===== config.mk =====
export PLATFORM = sky130hd
export DESIGN_NAME = demux1t4_buf
export DESIGN_NICKNAME = d
export VERILOG_FILES = /design/src/rtl/demux_pkg.sv /design/src/rtl/fifo2_buf.sv /design/src/rtl/demux1t4_buf.sv
export SDC_FILE = /design/constraint.sdc
export NUM_CORES = 1
export LEC_CHECK = 0
export ABC_AREA = 1
export CAP_MARGIN = 10
export CORE_ASPECT_RATIO = 0.6
export CORE_MARGIN = 4
export CORE_UTILIZATION = 50
export DETAILED_ROUTE_END_ITERATION = 10
export PLACE_DENSITY = 0.74
export SYNTH_ARGS = -nofsm -noshare
export SYNTH_HDL_FRONTEND = slang
export SYNTH_SLANG_ARGS = --single-unit
export TNS_END_PERCENT = 50

===== constraint.sdc =====
create_clock -name clk -period 7.3 [get_ports clk]
set_input_delay 1.825 -clock clk [delete_from_list [all_inputs] [get_ports clk]]
set_output_delay 1.825 -clock clk [all_outputs]
set_load 0.05 [all_outputs]

===== src/rtl/demux_pkg.sv =====
// rtl/demux_pkg.sv - shared widths and types for the buffered 1-to-4 demux
package demux_pkg;

  localparam int DW    = 32;
  localparam int DEPTH = 2;

  typedef logic [1:0]    port_sel_t;
  typedef logic [DW-1:0] data_t;

endpackage


===== src/rtl/fifo2_buf.sv =====
// rtl/fifo2_buf.sv - two-entry FIFO with a zeroed head while empty
module fifo2_buf
  import demux_pkg::*;
(
  input  logic  clk,
  input  logic  rst_n,
  input  logic  push,
  input  data_t wdata,
  input  logic  pop,
  output logic  full,
  output logic  empty,
  output data_t head
);

  data_t      mem [DEPTH];
  logic       wr_ptr;
  logic       rd_ptr;
  logic [1:0] count;
  logic       do_push;
  logic       do_pop;

  // Guard both sides so a stray push/pop can never over- or underflow.
  assign do_push = push && !full;
  assign do_pop  = pop && !empty;

  assign full  = (count == 2'(DEPTH));
  assign empty = (count == 2'd0);
  assign head  = empty ? '0 : mem[rd_ptr];

  always_ff @(posedge clk or negedge rst_n) begin
    if (!rst_n) begin
      count  <= 2'd0;
      wr_ptr <= 1'b0;
      rd_ptr <= 1'b0;
    end else begin
      if (do_push) wr_ptr <= ~wr_ptr;
      if (do_pop)  rd_ptr <= ~rd_ptr;
      case ({do_push, do_pop})
        2'b10:   count <= count + 2'd1;
        2'b01:   count <= count - 2'd1;
        default: count <= count;
      endcase
    end
  end

  // Storage needs no reset: empty masks stale entries off the head.
  always_ff @(posedge clk) begin
    if (do_push) mem[wr_ptr] <= wdata;
  end

endmodule


===== src/rtl/demux1t4_buf.sv =====
// rtl/demux1t4_buf.sv - valid/ready 1-to-4 demux with a 2-entry FIFO per output
module demux1t4_buf
  import demux_pkg::*;
(
  input  logic      clk,
  input  logic      rst_n,
  input  port_sel_t sel,
  input  data_t     din,
  input  logic      in_vld,
  output logic      in_rdy,
  output data_t     dout0,
  output data_t     dout1,
  output data_t     dout2,
  output data_t     dout3,
  output logic      vld0,
  output logic      vld1,
  output logic      vld2,
  output logic      vld3,
  input  logic      rdy0,
  input  logic      rdy1,
  input  logic      rdy2,
  input  logic      rdy3,
  output logic      busy
);

  logic [3:0] push_a;
  logic [3:0] full_a;
  logic [3:0] empty_a;
  logic [3:0] rdy_a;
  data_t      head_a [4];

  assign rdy_a = {rdy3, rdy2, rdy1, rdy0};

  // Ready looks only at registered full flags, never at the consumer ready.
  assign in_rdy = rst_n && !full_a[sel];

  for (genvar g = 0; g < 4; g++) begin : g_port
    assign push_a[g] = in_vld && in_rdy && (sel == port_sel_t'(g));

    fifo2_buf u_fifo (
      .clk   (clk),
      .rst_n (rst_n),
      .push  (push_a[g]),
      .wdata (din),
      .pop   (rdy_a[g]),
      .full  (full_a[g]),
      .empty (empty_a[g]),
      .head  (head_a[g])
    );
  end

  assign {vld3, vld2, vld1, vld0} = ~empty_a;
  assign dout0 = head_a[0];
  assign dout1 = head_a[1];
  assign dout2 = head_a[2];
  assign dout3 = head_a[3];
  assign busy  = |(~empty_a);

endmodule


==> out/results.txt, run 1 <==
Total wire length = 25100 µm
Grt met3 use = 4.35%
Cell variety after synth = 18
CP arrival = 3720 ps
Clock Tree Root = clkbuf_16
Fraction of the mapped netlist area in simple logic gates = 11.8%
DR iter-0 viols = 628
First-pass GRT wire length = 38300 µm
Reg2Reg Setup Slack = 4910 ps
GRT met2 Usage = 31.3%
Remaining Overflow, GRT = 0
DRT Pass-1 Iters = 5
Run status = finished, final reports clean
Final setup viols = 0
Post-synth ARST share = 5.88%
Dpl ws = 1780 ps
Min Tclk post-route = 5550 ps
Vias/cell = 5.34
Top-count cell post-synth = nand2_1
Clk buf depth = 3
CTS buffer count = 25
Final Skew = 10.2 ps
Ys flop type = edfxtp_1
Post-Synthesis Cells = 799
CTS Sinks = 272
Largest net degree at the start of global routing = 36
Min-Delay Path Class = flop to flop
Hold buffers post-CTS = 0
Area share of fa/ha/maj cells after synthesis = 0.479%
Hold path depth = 2
Grt peak-use layer = met1
Worst r2r src = g_port[3].u_fifo.count[0]
Seq/Total Area, Yosys = 77.4%
CTS tree = yes
Fin util = 66.0%
Max-Cap Viols = 0
Syn Nets = 844
Width of the die = 195 µm
Main combinational cell family by area after synthesis = simple AND/OR/NAND/NOR gates
Hold slack final = 480 ps
RSZ-0062 raised after global routing = no
Worst Setup Slack, final = 1750 ps
CP Capture Type = output port
Post-route ant nets = 0
TNS Setup = 0 ps
Final net count = 1013
Initial antenna violation count = 0
Final Cycle Share = 76.0%
Hold Crit Endpoint = g_port[2].u_fifo.wr_ptr
Starting Density = 51.6%
Reg2Reg Depth = 6
Required @ worst endpoint = 5480 ps
CTS clk-pin slew, worst paths = 60 ps
Die height = 120 µm
Net Sw Frac = 45.5%
Post-DP HPWL = 15200 µm
Combinational Power Share = 49.7%
Number of global-route vias before repair = 6405
Area Overhead vs Synth = 28.0%
Synthesized area = 10500 µm²
Worst vdd ir = 0.322 mV
Tot GR Track Use = 21.1%
Worst setup path category = input port to output port
Power density cells = 493 nW/µm²
Post-DP Area = 12500 µm²
Top cell type's share of synthesized area = 73.6%
Post_cts resized = 0
Via count = 6721
Count of flip-flops with a built-in enable after synthesis = 256
Gpl congestion = 0.794
Yosys reg bits = 272
Die area = 23400 µm²
Psw = 3.00 mW
Slew margin rel. = 18.6%
Sequential power share = 28.8%
Synth Area in XOR/XNOR = 1.01%
Synth cell count leaders = nand2_1, edfxtp_1, a21oi_1, buf_2, inv_1
Worst r2r dst = g_port[0].u_fifo.mem[1][14]
Max Clk Rate = 0.180 GHz
Complex-gate fraction of the synthesized area = 6.51%
# rows = 40
Final Hold Fails = 0
Skew-Pair Late Insertion Delay = 510 ps
Design area = 13400 µm²
Max-slew violations = 0
Met1 Resource Use GR = 33.0%
Post-CTS setup buffer count = 0
Ports = 175
H-Tree Depth = 1
Synth warn = 0
CORE AREA = 20300 µm²
Tightest Pin Transition = 1220 ps
Leak = 4.74 nW
PortBufs = 174
CP Launch Type = input port
Antenna Cells = 0
Fillers = 1462
Synth area leaders = edfxtp_1, nand2_1, a21oi_1
Clock power frac = 21.5%
Residual DRC count = 0
Wire per inst = 19.9 µm
Share of post-route cells with drive strength above 1 = 6.90%
Internal = 3.60 mW
Crit path max fanout = 5
Largest area contributor in the netlist = edfxtp_1
HP Start = g_port[2].u_fifo.wr_ptr
Synth Area per Inst = 13.1 µm²
Post-synthesis mux area share = 0%
-- worst max-delay path by stage --
stage                     slack [ps]  endpoint    from
after floorplan                 3060    in_rdy  sel[1]
after global placement          1800    in_rdy   rst_n
after detailed placement        1780    in_rdy   rst_n
after CTS                       1770    in_rdy  sel[0]
after global routing            1660    in_rdy  sel[0]
final                           1750    in_rdy  sel[0]
-- sequential cells by signal, indices dropped and copies added (netlist names) --
name,count
g_port.u_fifo.count,8
g_port.u_fifo.rd_ptr,4
g_port.u_fifo.wr_ptr,4
g_port.u_fifo.mem,256
-- cell usage in the layout (no fill, tap or decap), drive strengths merged --
cell type / n
a21oi: 132
buf: 9
bufinv: 7
clkbuf: 27
clkdlybuf4s50: 174
clkinv: 12
clkinvlp: 1
dfrtp: 16
edfxtp: 256
ha: 4
inv: 25
nand2: 272
nand3: 3
nand4: 9
nor2: 22
o21ai: 4
xnor2: 6
xor2: 6
-- metal layers --
metal / part of all wire [%] / vias up
met2: 43 / 322
met3: 9.8 / 41
met1: 46 / 3233
li1: - / 3125
met5: 0 / -
met4: 1.4 / 0
-- critical path, stage by stage --
cell and delay [ps]:
clkdlybuf4s50_1 520, nand2_1 140, inv_1 80, nand3_1 70, nand2_1 90, nor2_4 170, clkdlybuf4s50_1 820
-- power by group through the flow --
stage	Clock (mW)	Sequential, mW	Combinational, mW
finish	1.42	1.90	3.28
global placement	0	1.93	3.26
global route	1.50	1.91	3.44
detailed placement	0	1.93	3.28
CTS	1.43	1.90	3.29
floorplan	0	1.87	2.17
-- layout make-up --
| type | instances | area (µm²) | share of cell area [%] |
|---|---|---|---|
| multi-input combinational | 458 | 2120 | 15.9 |
| clock buffer | 27 | 633 | 4.73 |
| timing repair buffer | 183 | 1830 | 13.7 |
| tap | 273 | 342 | 2.55 |
| clock inverter | 17 | 258 | 1.93 |
| inverter | 28 | 105 | 0.786 |
| sequential | 272 | 8090 | 60.5 |
-- logic make-up after synthesis --
family,after synthesis
flops,272
xor+xnor,12
fa+ha+maj,4
buf+inv,69
simple gates,306
compound gates,136
-- through the flow --
step / cells / total power [mW]
2_1_floorplan: 799 / 4.05
3_3_place_gp: 1213 / 5.18
3_5_place_dp: 1213 / 5.21
4_1_cts: 1257 / 6.62
5_1_grt: 1258 / 6.85
6_report: 1258 / 6.60
No activity file was read; power rests on OpenSTA's default activity.
==> run 2, diff against run 1 <==
--- a/config.mk
+++ b/config.mk
@@ -9,7 +9,7 @@
 export CAP_MARGIN = 10
 export CORE_ASPECT_RATIO = 0.6
 export CORE_MARGIN = 4
-export CORE_UTILIZATION = 50
+export CORE_UTILIZATION = 48
 export DETAILED_ROUTE_END_ITERATION = 10
 export PLACE_DENSITY = 0.74
 export SYNTH_ARGS = -nofsm -noshare
==> constraint.sdc (replaced) <==
create_clock -name clk -period 4.9 [get_ports clk]
set_input_delay 1.225 -clock clk [delete_from_list [all_inputs] [get_ports clk]]
set_output_delay 1.225 -clock clk [all_outputs]
set_load 0.05 [all_outputs]
==> out/results.txt, run 2 (synthesis results as in run 1) <==
Vias/cell = 5.29 (-1.0%)
DR iter-0 viols = 574 (-8.6%)
Required @ worst endpoint = 3670 ps (-1810 ps)
CP arrival = 2850 ps (-870 ps)
CTS clk-pin slew, worst paths = 60 ps (about the same)
Antenna Cells = 0 (unchanged)
Worst vdd ir = 0.517 mV (+61%)
Max-slew violations = 0 (unchanged)
# rows = 41 (+2.5%)
CORE AREA = 21200 µm² (+4.5%)
Crit path max fanout = 19 (+14)
Post-route ant nets = 0 (unchanged)
Starting Density = 49.3% (-2.2 points)
Final net count = 1021 (+0.79%)
Wire per inst = 20.6 µm (+3.5%)
Final Hold Fails = 0 (unchanged)
Number of global-route vias before repair = 6304 (-1.6%)
Worst r2r src = g_port[2].u_fifo.count[0]
Slew margin rel. = 29.3% (+11 points)
Post_cts resized = 0 (unchanged)
TNS Setup = 0 ps (unchanged)
Ports = 175 (unchanged)
Worst r2r dst = g_port[2].u_fifo.count[1]
Width of the die = 198 µm (+2.0%)
CTS tree = yes
Most flop-heavy register = g_port.u_fifo.mem
Final setup viols = 0 (unchanged)
CP Capture Type = output port
Leak = 4.77 nW (+0.72%)
Power density cells = 724 nW/µm² (+47%)
Clock Tree Root = clkbuf_16
Fillers = 1604 (+9.7%)
Min-Delay Path Class = flop to flop
CTS Sinks = 272 (unchanged)
Commonest non-fill, non-tap cell in the layout = nand2_1
Tightest Pin Transition = 1060 ps (-161 ps)
Register area = 8090 µm² (about the same)
Remaining Overflow, GRT = 0 (unchanged)
Most frequent cells in the layout = nand2_1, edfxtp_1, clkdlybuf4s50_1, a21oi_1, buf_4
Hold buffers post-CTS = 0 (unchanged)
Area of the multi-input gates = 2120 µm² (unchanged)
Worst setup path category = flop to output port
H-Tree Depth = 1 (unchanged)
Largest net degree at the start of global routing = 36 (unchanged)
CTS buffer count = 25 (unchanged)
Share of post-route cells with drive strength above 1 = 11.1% (+4.2 points)
Crit path cell chain = inv_1 > buf_4 > nand2_1 > a21oi_1 > clkdlybuf4s50_1
Gpl congestion = 0.813 (+2.3%)
Min Tclk post-route = 4070 ps
Worst Setup Slack, final = 825 ps (-926 ps)
Area Overhead vs Synth = 26.5%
Critical Path Max Stage Delay = 880 ps (+60 ps)
Residual DRC count = 0 (unchanged)
Initial antenna violation count = 0 (unchanged)
Die height = 122 µm (+1.9%)
Post-DP HPWL = 16800 µm (+10%)
Die area = 24300 µm² (+3.9%)
Dpl ws = 1150 ps (-632 ps)
Worst setup path endpoint = dout0[16]
Max reg flops = 256 (unchanged)
Skew-Pair Late Insertion Delay = 510 ps (about the same)
Final Cycle Share = 83.2%
DRT Pass-1 Iters = 5 (unchanged)
CP Launch Type = flop
Slowest stage cell, crit path = clkdlybuf4s50_1
PortBufs = 174 (unchanged)
Clk buf depth = 3 (unchanged)
Tot GR Track Use = 21.4% (+0.26 points)
First-pass GRT wire length = 39100 µm (+2.2%)
Post-CTS setup buffer count = 0 (unchanged)
Run status = finished, final reports clean
Max-Cap Viols = 0 (unchanged)
Final Skew = 12.9 ps (+2.71 ps)
Design area = 13200 µm² (-1.2%)
Max Clk Rate = 0.245 GHz
RSZ-0062 raised after global routing = no
Reg2Reg Setup Slack = 2550 ps (-2360 ps)
Via count = 6730 (+0.13%)
Post-DP Area = 12400 µm² (about the same)
Total wire length = 26300 µm (+4.7%)
Hold slack final = 476 ps (-4.19 ps)
Largest regs = g_port.u_fifo.mem x256, g_port.u_fifo.count x8
Crit path from = g_port[0].u_fifo.rd_ptr
Reg2Reg Depth = 6 (unchanged)
[run 2: changes by cell type in the layout (fill, tap and decap cells not counted), sizes merged]
| cell | change |
|---|---|
| buf | +43 |
| clkdlybuf4s50 | -35 |
| clkbuf | +8 |
| clkinvlp | -1 |
| bufinv | -6 |
| inv | +3 |
| clkinv | -3 |
[run 2: stage by stage]
stage                     std cells  util [%]  power (mW)
final                          1273      62.4        9.57
after global routing           1273      62.4        9.96
after CTS                      1273      62.4        9.61
after detailed placement       1228      58.8        7.78
after global placement         1228      58.8        7.75
after floorplan                 799         -        6.03
[run 2: power breakdown]
part / internal (mW) / switching, mW / total [mW]
Sequential: 2.69 / 0.122 / 2.81
Combinational: 1.33 / 3.59 / 4.92
Clock: 1.04 / 0.797 / 1.84
[run 2: worst max-delay path, delay by kind of cell (launching register included)]
kind	cells	cell delay (ps)
AOI/OAI and AO/OA	1	330
and+or+nand+nor	1	90
buffers and inverters	3	1340
DFF	1	580
[run 2: layout make-up]
cell class | count | share of cell area [%]
multi-input cells | 458 | 16.1
repair buffers | 191 | 13.5
well taps | 279 | 2.64
clock inverters | 10 | 0.606
clock buffers | 35 | 5.24
flip-flops and latches | 272 | 61.2
inverters | 28 | 0.795
[run 2: worst min-delay path by stage]
stage	endpoint	from	depth (start not counted)
after detailed placement	g_port[2].u_fifo.wr_ptr	g_port[2].u_fifo.wr_ptr	2
after global routing	g_port[2].u_fifo.wr_ptr	g_port[2].u_fifo.wr_ptr	2
final	g_port[0].u_fifo.wr_ptr	g_port[0].u_fifo.wr_ptr	2
after global placement	g_port[2].u_fifo.wr_ptr	g_port[2].u_fifo.wr_ptr	2
after CTS	g_port[2].u_fifo.wr_ptr	g_port[2].u_fifo.wr_ptr	2
after floorplan	g_port[0].u_fifo.wr_ptr	g_port[0].u_fifo.wr_ptr	2
[run 2: per-layer routing]
layer	global-route usage (%)	share of wire (%)	up-vias
met2	30.6	42	314
met3	5.27	9.3	26
met4	2.60	1.2	0
met5	0	0	-
li1	-	-	3128
met1	34.3	47	3262
